--- config.mk ---
export PLATFORM = sky130hd
export DESIGN_NAME = c_credit_sender_flat
export DESIGN_NICKNAME = d
export VERILOG_FILES = /design/src/rtl/c_credit_pkg.sv /design/src/rtl/c_credit_sender_if.sv /design/src/rtl/c_dff.sv /design/src/rtl/c_credit_sender.sv /design/src/flat_wrapper.sv
export SDC_FILE = /design/constraint.sdc
export NUM_CORES = 1
export LEC_CHECK = 0
export ABC_AREA = 1
export CORE_MARGIN = 2
export CORE_UTILIZATION = 40
export CTS_BUF_LIST = sky130_fd_sc_hd__clkbuf_8 sky130_fd_sc_hd__clkbuf_16
export CTS_CLUSTER_DIAMETER = 40
export DETAILED_ROUTE_END_ITERATION = 10
export GPL_TIMING_DRIVEN = 0
export PLACE_DENSITY = 0.73
export SYNTH_ARGS = -nofsm -noshare
export SYNTH_HDL_FRONTEND = slang
export SYNTH_SLANG_ARGS = --single-unit
--- constraint.sdc ---
create_clock -name clk -period 2.3 [get_ports clk]
set_input_delay 0.46 -clock clk [delete_from_list [all_inputs] [get_ports clk]]
set_output_delay 0.46 -clock clk [all_outputs]
set_load 0.1 [all_outputs]
--- src/rtl/c_credit_pkg.sv ---
// rtl/c_credit_pkg.sv - shared types and helpers for the credit sender
// Contents:
//   state_t          sender FSM state encoding
//   ST_RUN           normal operation, flits may be sent
//   ST_DRAIN         quiesce requested, waiting for all credits to return
//   ST_DRAINED       quiesce complete
//   clogb()          ceil(log2(value)), used to size the credit counter
package c_credit_pkg;

    typedef logic [1:0] state_t;

    localparam state_t ST_RUN     = 2'd0;
    localparam state_t ST_DRAIN   = 2'd1;
    localparam state_t ST_DRAINED = 2'd2;

    // Number of bits needed to encode 0..value-1; clogb(depth+1) holds 0..depth.
    function automatic int clogb(input int value);
        int result;
        result = 0;
        for (int i = 0; i < 31; i++) begin
            if ((1 << i) < value) begin
                result = i + 1;
            end
        end
        return result;
    endfunction

endpackage

--- src/rtl/c_credit_sender_if.sv ---
// rtl/c_credit_sender_if.sv - flit handshake and credit return bundle
// Signals:
//   in_valid   upstream has a flit to send
//   in_ready   sender can accept a flit this cycle
//   send       flit transferred this cycle
//   cred_ret   downstream freed one buffer entry
// Modports:
//   master     upstream / downstream side (drives in_valid, cred_ret)
//   slave      credit sender (drives in_ready, send)
interface c_credit_sender_if;

    logic in_valid;
    logic in_ready;
    logic send;
    logic cred_ret;

    modport master (
        output in_valid,
        output cred_ret,
        input  in_ready,
        input  send
    );

    modport slave (
        input  in_valid,
        input  cred_ret,
        output in_ready,
        output send
    );

endinterface

--- src/rtl/c_dff.sv ---
// rtl/c_dff.sv - enabled register with asynchronous active-low reset
// Ports:
//   clk      clock, rising edge
//   reset    asynchronous reset, active low
//   active   load enable; q holds when 0
//   d        next value
//   q        registered value (reset_value while reset is low)
module c_dff #(
    parameter int               width       = 1,
    parameter logic [width-1:0] reset_value = '0
) (
    input  logic             clk,
    input  logic             reset,
    input  logic             active,
    input  logic [width-1:0] d,
    output logic [width-1:0] q
);

    logic [width-1:0] r_q;

    always_ff @(posedge clk or negedge reset) begin
        if (!reset) begin
            r_q <= reset_value;
        end else if (active) begin
            r_q <= d;
        end
    end

    assign q = r_q;

endmodule

--- src/rtl/c_credit_sender.sv ---
// rtl/c_credit_sender.sv - credit-based flow control sender with drain FSM
// Optional feature macro: C_CREDIT_SENDER_RET_REG_EN (registers cred_ret once
// before it updates the count).
// Ports:
//   clk             clock, rising edge
//   reset           asynchronous reset, active low
//   active          register enable; all state holds when 0
//   bus             slave side of c_credit_sender_if (in_valid/in_ready/send/cred_ret)
//   drain_req       request quiesce
//   drained         quiesce complete
//   credits         current credit count (0..depth)
//   no_credits      registered credits == 0
//   one_credit      registered credits == 1
//   all_credits     registered credits == depth
//   error_overflow  credit returned while already full
module c_credit_sender
    import c_credit_pkg::*;
#(
    parameter  int depth      = 8,
    localparam int cred_width = clogb(depth + 1)
) (
    input  logic                  clk,
    input  logic                  reset,
    input  logic                  active,
    c_credit_sender_if.slave      bus,
    input  logic                  drain_req,
    output logic                  drained,
    output logic [cred_width-1:0] credits,
    output logic                  no_credits,
    output logic                  one_credit,
    output logic                  all_credits,
    output logic                  error_overflow
);

    logic w_ret_eff;
    logic w_ret_pending;

`ifdef C_CREDIT_SENDER_RET_REG_EN
    logic r_ret_q;

    c_dff #(.width(1), .reset_value(1'b0)) u_ret_reg (
        .clk    (clk),
        .reset  (reset),
        .active (active),
        .d      (bus.cred_ret),
        .q      (r_ret_q)
    );

    assign w_ret_eff     = r_ret_q;
    // A return sitting in the stage has not reached the count yet, so the
    // drain must not complete while it is there.
    assign w_ret_pending = r_ret_q;
`else
    assign w_ret_eff     = bus.cred_ret;
    assign w_ret_pending = 1'b0;
`endif

    logic [cred_width-1:0] r_credits;
    logic [cred_width-1:0] w_cred_next;
    logic                  r_no_credits;
    logic                  r_one_credit;
    logic                  r_all_credits;
    logic                  w_no_next;
    logic                  w_one_next;
    logic                  w_all_next;
    state_t                r_state;
    state_t                w_state_next;
    logic                  w_in_ready;
    logic                  w_send;
    logic                  w_overflow;

    // in_ready depends only on flops, so no combinational path from
    // in_valid or cred_ret; a return at zero credits cannot be bypassed.
    assign w_in_ready = ~r_no_credits & (r_state == ST_RUN);
    assign w_send     = bus.in_valid & w_in_ready;
    assign w_overflow = w_ret_eff & r_all_credits & ~w_send;

    // Overflowing return is dropped so the count saturates at depth.
    always_comb begin
        w_cred_next = r_credits;
        if (!w_overflow) begin
            w_cred_next = r_credits - cred_width'(w_send) + cred_width'(w_ret_eff);
        end
    end

    // Flags are decoded from the next count and registered alongside it.
    assign w_no_next  = (w_cred_next == '0);
    assign w_one_next = (w_cred_next == cred_width'(1));
    assign w_all_next = (w_cred_next == cred_width'(depth));

    always_comb begin
        w_state_next = r_state;
        case (r_state)
            ST_RUN: begin
                if (drain_req) begin
                    w_state_next = ST_DRAIN;
                end
            end
            ST_DRAIN: begin
                if (!drain_req) begin
                    w_state_next = ST_RUN;
                end else if (r_all_credits && !w_ret_pending) begin
                    w_state_next = ST_DRAINED;
                end
            end
            ST_DRAINED: begin
                if (!drain_req) begin
                    w_state_next = ST_RUN;
                end
            end
            default: begin
                w_state_next = ST_RUN;
            end
        endcase
    end

    c_dff #(.width(cred_width), .reset_value(cred_width'(depth))) u_credits_reg (
        .clk    (clk),
        .reset  (reset),
        .active (active),
        .d      (w_cred_next),
        .q      (r_credits)
    );

    c_dff #(.width(1), .reset_value(1'b0)) u_no_reg (
        .clk    (clk),
        .reset  (reset),
        .active (active),
        .d      (w_no_next),
        .q      (r_no_credits)
    );

    c_dff #(.width(1), .reset_value(depth == 1)) u_one_reg (
        .clk    (clk),
        .reset  (reset),
        .active (active),
        .d      (w_one_next),
        .q      (r_one_credit)
    );

    c_dff #(.width(1), .reset_value(1'b1)) u_all_reg (
        .clk    (clk),
        .reset  (reset),
        .active (active),
        .d      (w_all_next),
        .q      (r_all_credits)
    );

    c_dff #(.width(2), .reset_value(ST_RUN)) u_state_reg (
        .clk    (clk),
        .reset  (reset),
        .active (active),
        .d      (w_state_next),
        .q      (r_state)
    );

    assign bus.in_ready   = w_in_ready;
    assign bus.send       = w_send;
    assign drained        = (r_state == ST_DRAINED);
    assign credits        = r_credits;
    assign no_credits     = r_no_credits;
    assign one_credit     = r_one_credit;
    assign all_credits    = r_all_credits;
    // Without the return stage cred_ret reaches this logic directly, so a
    // return seen while reset holds the count at full must not flag.
    assign error_overflow = w_overflow & reset;

endmodule

--- src/flat_wrapper.sv ---
// flat-port wrapper written by rule: the top's interface ports become plain ports
module c_credit_sender_flat import c_credit_pkg::*;
#(
    parameter  int depth      = 8,
    localparam int cred_width = clogb(depth + 1)
)
  (clk, reset, active, drain_req, drained, credits, no_credits, one_credit, all_credits, error_overflow, bus_in_valid, bus_cred_ret, bus_in_ready, bus_send);
  c_credit_sender_if bus_i ();
  input  logic clk;
  input  logic reset;
  input  logic active;
  input  logic drain_req;
  output logic drained;
  output logic [cred_width-1:0] credits;
  output logic no_credits;
  output logic one_credit;
  output logic all_credits;
  output logic error_overflow;
  input wire logic [$bits(bus_i.in_valid)-1:0] bus_in_valid;
  input wire logic [$bits(bus_i.cred_ret)-1:0] bus_cred_ret;
  output wire logic [$bits(bus_i.in_ready)-1:0] bus_in_ready;
  output wire logic [$bits(bus_i.send)-1:0] bus_send;
  assign bus_i.in_valid = bus_in_valid;
  assign bus_i.cred_ret = bus_cred_ret;
  assign bus_in_ready = bus_i.in_ready;
  assign bus_send = bus_i.send;
  c_credit_sender #(.depth(depth)) u_core (.clk(clk), .reset(reset), .active(active), .bus(bus_i), .drain_req(drain_req), .drained(drained), .credits(credits), .no_credits(no_credits), .one_credit(one_credit), .all_credits(all_credits), .error_overflow(error_overflow));
endmodule
## Word-level counts from Yosys, hierarchy flattened

Index checks and enable logic that the tools add are counted.

- Reduce and logical (&&, ||, !) cells: 3
- $add $sub $neg: 2
- Eq/ne operators: 7
- Bitwise operators: 7
- Mux-type cells: 6

Operator list:

| operator | count |
|---|---|
| $mux W2 | 4 |
| $pmux W2 S3 | 1 |
| $and A1 B1 Y1 | 5 |
| $add A4 B1 Y4 | 1 |
| $eq A4 B1 Y1 const B | 1 |
| $eq A4 B4 Y1 const B | 1 |
| $logic_not A4 Y1 | 1 |
| $mux W4 | 1 |
| $ne A2 B2 Y1 const B | 2 |
| $reduce_and A4 Y1 | 1 |
| $sub A4 B1 Y4 | 1 |
| $ne A3 B3 Y1 const B | 1 |
| $eq A2 B1 Y1 const B | 1 |
| $eq A2 B2 Y1 const B | 1 |
| $logic_not A2 Y1 | 1 |
| $not A1 Y1 | 2 |

- Output and inout port bits: 11
- Logic and storage cells: 30
- Register bits after elaboration: 9

## Logic depth before layout (Yosys ltp)

Gate-level depths: netlist (run 1).

- Depth in word-level cells: 7
- Depth in mapped cells: 14
- Gate-level depth less buffers: 14

## Modules after synthesis

Synthesis (run 1) repeated with hierarchy kept, for this count alone.

- Cells, all modules: 114
- Area total of the unflattened synthesis: 718.2 sq um

By module, submodules not included:

| module | area each (sq um) | instances | cells each | sequential area each (sq um) |
|---|---|---|---|---|
| c_credit_sender | 370.4 | 1 | 73 | 0.0 |
| c_dff at u_core.u_credits_reg | 150.1 | 1 | 17 | 101.3 |
| c_dff at u_core.u_no_reg ... | 40.0 | 2 | 5 | 25.0 |
| c_dff at u_core.u_state_reg | 76.3 | 1 | 9 | 50.0 |
| c_dff at u_core.u_all_reg | 41.3 | 1 | 5 | 26.3 |

## Worst setup path after synthesis (run 1)

Ideal clock, no wire load.

- Path type: flip-flop to flip-flop
- From: register u_core.u_no_reg.r_q, in the netlist u_core.u_no_reg.q
- To: register u_core.u_one_reg.r_q, in the netlist u_core.u_one_reg.q
- Clock period less this slack: 3261 ps
- Arrival time: 3141 ps
- Slack: -961 ps
- Buffers on the path: 0
- Cell stages (with the launch flop): 15
- Cell sequence: dfrtp_1 inv_1 nand3_4 inv_1 ha_1 inv_1 ha_1 inv_1 fa_1 xnor2_1 nand2_1 nand2_1 nor2_1 nand3_1 nand2_1

- Cells in the longest elaborated chain, start to end: 7
- Elaborated cells on any way between the ends: 9
- Those cells by class: add/sub (2); eq/ne (1); mux (1); bitwise (5)

RTL lines:

| what | line | RTL |
|---|---|---|
| from (decl) | c_dff.sv:19 | `logic [width-1:0] r_q;` |
| from (signal assigned) | c_dff.sv:23 | `r_q <= reset_value;` |
| $not A1 Y1 (*) | c_credit_sender.sv:74 | `assign w_in_ready = ~r_no_credits & (r_state == ST_RUN);` |
| $and A1 B1 Y1 (*) | c_credit_sender.sv:74 |  |
| $and A1 B1 Y1 (*) | c_credit_sender.sv:75 | `assign w_send = bus.in_valid & w_in_ready;` |
| via bus_send | flat_wrapper.sv:22 | `output wire logic [$bits(bus_i.send)-1:0] bus_send;` |
| $sub A4 B1 Y4 or $not A1 Y1 (tied branches) | c_credit_sender.sv:82, c_credit_sender.sv:76 |  |
| $add A4 B1 Y4 or $and A1 B1 Y1 (tied branches) | c_credit_sender.sv:82, c_credit_sender.sv:76 |  |
| $mux W4 (*) | c_credit_sender.sv:81 | `if (!w_overflow) begin` |
| $eq A4 B1 Y1 (*) | c_credit_sender.sv:88 | `assign w_one_next = (w_cred_next == cred_width'(1));` |
| to (signal assigned) | c_dff.sv:23 |  |
| to (decl) | c_dff.sv:19 |  |

The timed path passes the listed nets; every way through them passes the cells marked *.
A chain may end at the register's enable or synchronous reset.

## Worst setup path after layout (run 1)

- From: register u_core.u_no_reg.r_q, in the netlist u_core.u_no_reg.q
- To: output no_credits

RTL lines:

| what | line | RTL |
|---|---|---|
| to (decl) | flat_wrapper.sv:15 | `output logic no_credits;` |

No word-level cell between the ends.

==> flow_metrics.py, run 1 <==
metrics = {
    "cells_and_area": {
        "area_delta_synth_final_pct": 39.8,
        "regArea_um2": 231,
        "design_area_um2": 927,
        "drive_gt1_share_pct": 28.4,
        "final_nets": 121,
        "n_fill_cell": 143,
        "multi_input_area_um2": 399,
        "utilization_pct": 60.8,
        "antenna_cells": 0,
    },
    "critical_path": {
        "worst_path_max_delay_cell": "clkdlybuf4s50_1",
        "worstSetupStartpointType": "register",
        "critPathRequiredTime_ns": 1.84,
        "crit_buf_inv": 1,
        "crit-reg2reg-launch": "u_core.u_state_reg.q[0]$_DFFE_PN0P_",
        "r2r_end": "u_core.u_no_reg.q$_DFFE_PN0P_",
        "critPathKind": "reg -> out",
        "critPathMaxStageDelay_ns": 1.14,
        "reg2reg_depth": 14,
        "critPathTopFamily": "buffers and inverters",
        "endpoint_kind": "primary output",
        "crit_arrival_ns": 1.79,
        "rrSetupSlack_ns": 0.14,
        "path_cells": "clkdlybuf4s50_1",
        "crit_fanout": 4,
    },
    "sta": {
        "finClkSkew_ns": 0.00328,
        "period_share_pct": 97.9,
        "fin_ws_ns": 0.0489,
        "hold_viol": 0,
        "fmax_mhz": 444,
        "rsz0062_at_grt": "no",
        "relSlewSlack_pct": 35.5,
        "whs_ns": 0.157,
        "setup_viol": 0,
        "fin_crit_ns": 2.25,
        "drv_slew": 0,
        "tightestPinTransition_ns": 0.965,
    },
    "clock_network": {
        "cts.sinks": 9,
        "cts_inserted_buffers": 3,
        "htreeDepth": 1,
        "cts_tree": "done",
        "cts_buffer_depth": 2,
        "cts_root_buffer": "clkbuf_8",
        "clk_latency_ns": 0.23,
        "cts.clk_slew.worst_paths_ns": 0.05,
    },
    "status": {
        "outcome": "finished clean",
    },
    "route": {
        "vias": 603,
        "drt_iter0_drc": 16,
        "drc": 0,
        "drt_wl_total_um": 1400,
        "antenna_left": 0,
        "viasPerCell": 4.82,
        "first_pass_iters": 4,
        "wire_per_inst_um": 11.2,
    },
    "global_routing": {
        "overflow": 0,
        "grt_usage_pct": 16.8,
        "grt_pass1_vias": 565,
        "grt_max_degree": 11,
        "grt_first_pass_wirelength_um": 2380,
        "antenna_found_initial": 0,
    },
    "floorplanning": {
        "core_region_area_um2": 1520,
        "die_area_um2": 2000,
        "die_x_um": 44.7,
        "start_util_pct": 43.5,
        "ios": 17,
        "rows": 14,
        "die_h_um": 44.7,
    },
    "placement": {
        "dp_hpwl_um": 1100,
        "place_ws_ns": -0.754,
        "port_buffers": 16,
        "placed_area_um2": 878,
        "gp_congestion": 0.793,
    },
    "synth": {
        "syn_inst": 88,
        "synth-seq-area-share_pct": 34.3,
        "ys_ff_latch": 9,
        "yosys_warnings": 0,
        "syn-cell-area_um2": 663,
        "synth.distinct_cells": 22,
        "syn_nets": 99,
        "avgSynthCellArea_um2": 7.54,
    },
    "worst_hold_path": {
        "hold_path_class": "in -> async",
    },
    "run": {
        "cap_violations": 0,
    },
}
-- final cells by class --
type | count | share of cell area (%)
inverters | 17 | 7.29
well taps | 16 | 2.16
clock buffers | 3 | 4.45
clock inverters | 1 | 0.405
flip-flops and latches | 9 | 25.0
repair buffers | 17 | 17.7
multi-input cells | 62 | 43.0
-- metal layers --
metal	track usage [%]	wire, um	share of wire [%]
met5	0	0	0
met4	3.64	0	0
met3	7.60	78	5.6
met2	24.1	649	46
met1	23.2	668	48
-- timing repair --
item,in CTS,in global routing
setup endpoints to repair,9,4
buffers inserted,1,0
hold buffers,0,0
resized for setup,14,5
pin swaps,1,0
-- synth_stat cells --
cell | n | area share (%)
a21oi_1 | 3 | 2.3
a21oi_2 | 1 | 1.3
dfrtp_1 | 7 | 26
dfstp_2 | 2 | 7.9
fa_1 | 1 | 3.0
ha_1 | 4 | 7.5
inv_1 | 14 | 7.9
inv_2 | 3 | 1.7
nand2_1 | 20 | 11
nand2_2 | 5 | 4.7
nand2_4 | 1 | 1.7
nand3_1 | 9 | 6.8
nand3_2 | 1 | 1.5
nand3_4 | 1 | 2.6
nor2_1 | 6 | 3.4
nor2_2 | 1 | 0.94
nor2_4 | 1 | 1.7
o21a_1 | 1 | 1.1
o21ai_0 | 3 | 2.3
o21ai_1 | 2 | 1.5
or2_0 | 1 | 0.94
xnor2_1 | 1 | 1.3
-- placed cells by master, fill, tap and decap left out, types with 2 or more instances in the layout --
cell type / synthesis / routed
a21oi_1: 3 / 3
buf_4: 0 / 2
clkbuf_8: 0 / 3
clkdlybuf4s50_1: 0 / 6
dfrtp_1: 7 / 6
dfstp_2: 2 / 2
dlygate4sd2_1: 0 / 4
dlymetal6s2s_1: 0 / 3
ha_1: 4 / 2
ha_4: 0 / 2
inv_1: 14 / 11
inv_2: 3 / 6
nand2_1: 20 / 20
nand2_2: 5 / 5
nand3_1: 9 / 9
nor2_1: 6 / 5
nor2_2: 1 / 2
o21ai_0: 3 / 2
o21ai_1: 2 / 3
-- state kept, by name, summed over array words and instances, names as in the netlist --
signal	cells
u_core.u_no_reg.q	1
u_core.u_one_reg.q	1
u_core.u_all_reg.q	1
u_core.u_state_reg.q	2
u_core.u_credits_reg.q	4
-- metrics by stage --
stage	cells	setup TNS, ns
after global placement	120	-2.49
final	125	0
after global routing	125	0
after detailed placement	120	-2.62
after CTS	125	0
after floorplan	88	-2.56
-- cells by family after synthesis --
group                    share of synthesized area [%]
flip-flops                                        34.3
AND/OR/NAND/NOR                                   35.7
AO/OA/AOI/OAI                                     8.49
XOR/XNOR                                          1.32
buffers and inverters                             9.62
adder cells (fa/ha/maj)                           10.6
-- worst max path at each step --
stage,from,end,slack (ns),cells past startpoint
global route,u_core.u_state_reg.q[1]$_DFFE_PN0P_,u_core.u_all_reg.q$_DFFE_PN1P_,0.002,14
CTS,u_core.u_credits_reg.q[1]$_DFFE_PN0P_,credits[1],0.02,1
detailed placement,reset,error_overflow,-0.75,4
global placement,reset,error_overflow,-0.73,4
finish,u_core.u_no_reg.q$_DFFE_PN0P_,no_credits,0.05,1
floorplan,u_core.u_no_reg.q$_DFFE_PN0P_,u_core.u_one_reg.q$_DFFE_PN0P_,-0.47,14
Power of run 1 is not shown: default switching activity piles up to over one toggle a cycle in this logic, so the estimate is an artifact.
==> run 2: changes to the inputs <==
Settings changed: CTS_CLUSTER_DIAMETER 40 to default, TNS_END_PERCENT from default to 1.
==> flow_metrics.py, run 2 (synthesis gave the netlist of run 1 again) <==
metrics = {
    "status": {
        "outcome": "finished clean",
    },
    "global_routing": {
        "grt_first_pass_wirelength_um": 2310,
        "antenna_found_initial": 0,
        "grt_usage_pct": 16.1,
        "overflow": 0,
        "grt_max_degree": 11,
        "grt_pass1_vias": 570,
    },
    "clock_network": {
        "clk_latency_ns": 0.23,
        "cts_buffer_depth": 2,
        "cts_root_buffer": "clkbuf_8",
        "htreeDepth": 1,
        "cts.sinks": 9,
        "cts_tree": "done",
        "hold_buffers": 0,
        "cts.clk_slew.worst_paths_ns": 0.05,
        "cts_inserted_buffers": 3,
    },
    "sta": {
        "relSlewSlack_pct": 35.3,
        "rsz0062_at_grt": "yes",
        "drv_slew": 0,
        "hold_viol": 0,
        "fin_ws_ns": 0.0268,
        "fmax_mhz": 440,
        "finClkSkew_ns": 0.00209,
        "period_share_pct": 98.8,
        "tightestPinTransition_ns": 0.967,
        "setup_viol": 0,
        "fin_crit_ns": 2.27,
    },
    "route": {
        "antenna_left": 0,
        "drt_iter0_drc": 11,
        "viasPerCell": 5.06,
        "drt_wl_total_um": 1480,
        "wire_per_inst_um": 11.7,
        "first_pass_iters": 5,
        "drc": 0,
        "vias": 637,
    },
    "floorplanning": {
        "core_region_area_um2": 1520,
        "ios": 17,
        "rows": 14,
        "die_x_um": 44.7,
        "die_h_um": 44.7,
        "start_util_pct": 43.5,
        "die_area_um2": 2000,
    },
    "cells_and_area": {
        "antenna_cells": 0,
        "drive_gt1_share_pct": 27.3,
        "final_common_cell": "nand2_1",
        "area_delta_synth_final_pct": 39.8,
        "design_area_um2": 927,
        "final_nets": 122,
        "layout_common_cells": "nand2_1, inv_1, nand3_1",
        "largest_register_ffs": 4,
    },
    "critical_path": {
        "worst_path_max_delay_cell": "clkdlybuf4s50_1",
        "path_cells": "clkdlybuf4s50_1",
        "critPathMaxStageDelay_ns": 1.16,
        "crit_fanout": 5,
        "critPathKind": "reg -> out",
        "endpoint_kind": "primary output",
        "crit_buf_inv": 1,
        "worstSetupStartpointType": "register",
        "crit_arrival_ns": 1.81,
        "critPathTopFamily": "buffers and inverters",
        "critPathRequiredTime_ns": 1.84,
        "rrSetupSlack_ns": 0.10,
    },
    "placement": {
        "place_ws_ns": -0.739,
        "placed_area_um2": 866,
        "gp_congestion": 0.776,
        "dp_hpwl_um": 1160,
        "port_buffers": 16,
    },
    "worst_hold_path": {
        "hold_path_class": "in -> async",
    },
    "run": {
        "cap_violations": 0,
    },
}
## run 2: cell count changes in the layout (fill, tap and decap cells not counted), sizes merged
| cell | change |
|---|---|
| dlymetal6s2s | -1 |
| buf | +1 |
| clkdlybuf4s50 | +1 |
## run 2: what timing repair did
item	in CTS	in global routing
setup endpoints to repair	11	6
pin swaps	1	2
resized for setup	14	6
setup buffers	0	2
## run 2: stage by stage
stage	instances	TNS [ns]	util [%]	hold slack (ns)
final	126	0	60.8	0.150
after floorplan	88	-2.78	-	0.164
after detailed placement	120	-2.91	56.8	0.477
after global placement	120	-2.76	56.8	0.477
after global routing	126	-0.0328	60.8	0.194
after CTS	124	0	59.3	0.487
## run 2: layer usage
layer,share of wire (%),vias up,GRT usage (%)
li1,-,316,-
met1,41,296,19.7
met2,53,19,26.1
met3,4.1,6,3.60
met4,1.6,0,9.09
met5,0,-,0
## run 2: area by class of cell
cell class / count / area [um2]
well taps: 16 / 20.0
clock inverters: 1 / 3.75
fillers: 137 / 597
inverters: 17 / 67.6
clock buffers: 3 / 41.3
flip-flops and latches: 9 / 231
multi-input cells: 62 / 394
repair buffers: 18 / 169
## run 2: worst paths after layout
check | endpoint | startpoint | depth (start not counted)
max in group asynchronous | u_core.u_no_reg.q$_DFFE_PN0P_ | reset | 1
setup reg to reg | u_core.u_no_reg.q$_DFFE_PN0P_ | u_core.u_state_reg.q[0]$_DFFE_PN0P_ | 14
hold reg to reg | u_core.u_one_reg.q$_DFFE_PN0P_ | u_core.u_one_reg.q$_DFFE_PN0P_ | 2
min in group clk | u_core.u_one_reg.q$_DFFE_PN0P_ | u_core.u_one_reg.q$_DFFE_PN0P_ | 2
setup / recovery | credits[2] | u_core.u_credits_reg.q[2]$_DFFE_PN0P_ | 1
hold / removal | u_core.u_one_reg.q$_DFFE_PN0P_ | reset | 1
Power of run 2 is left out for the same reason.
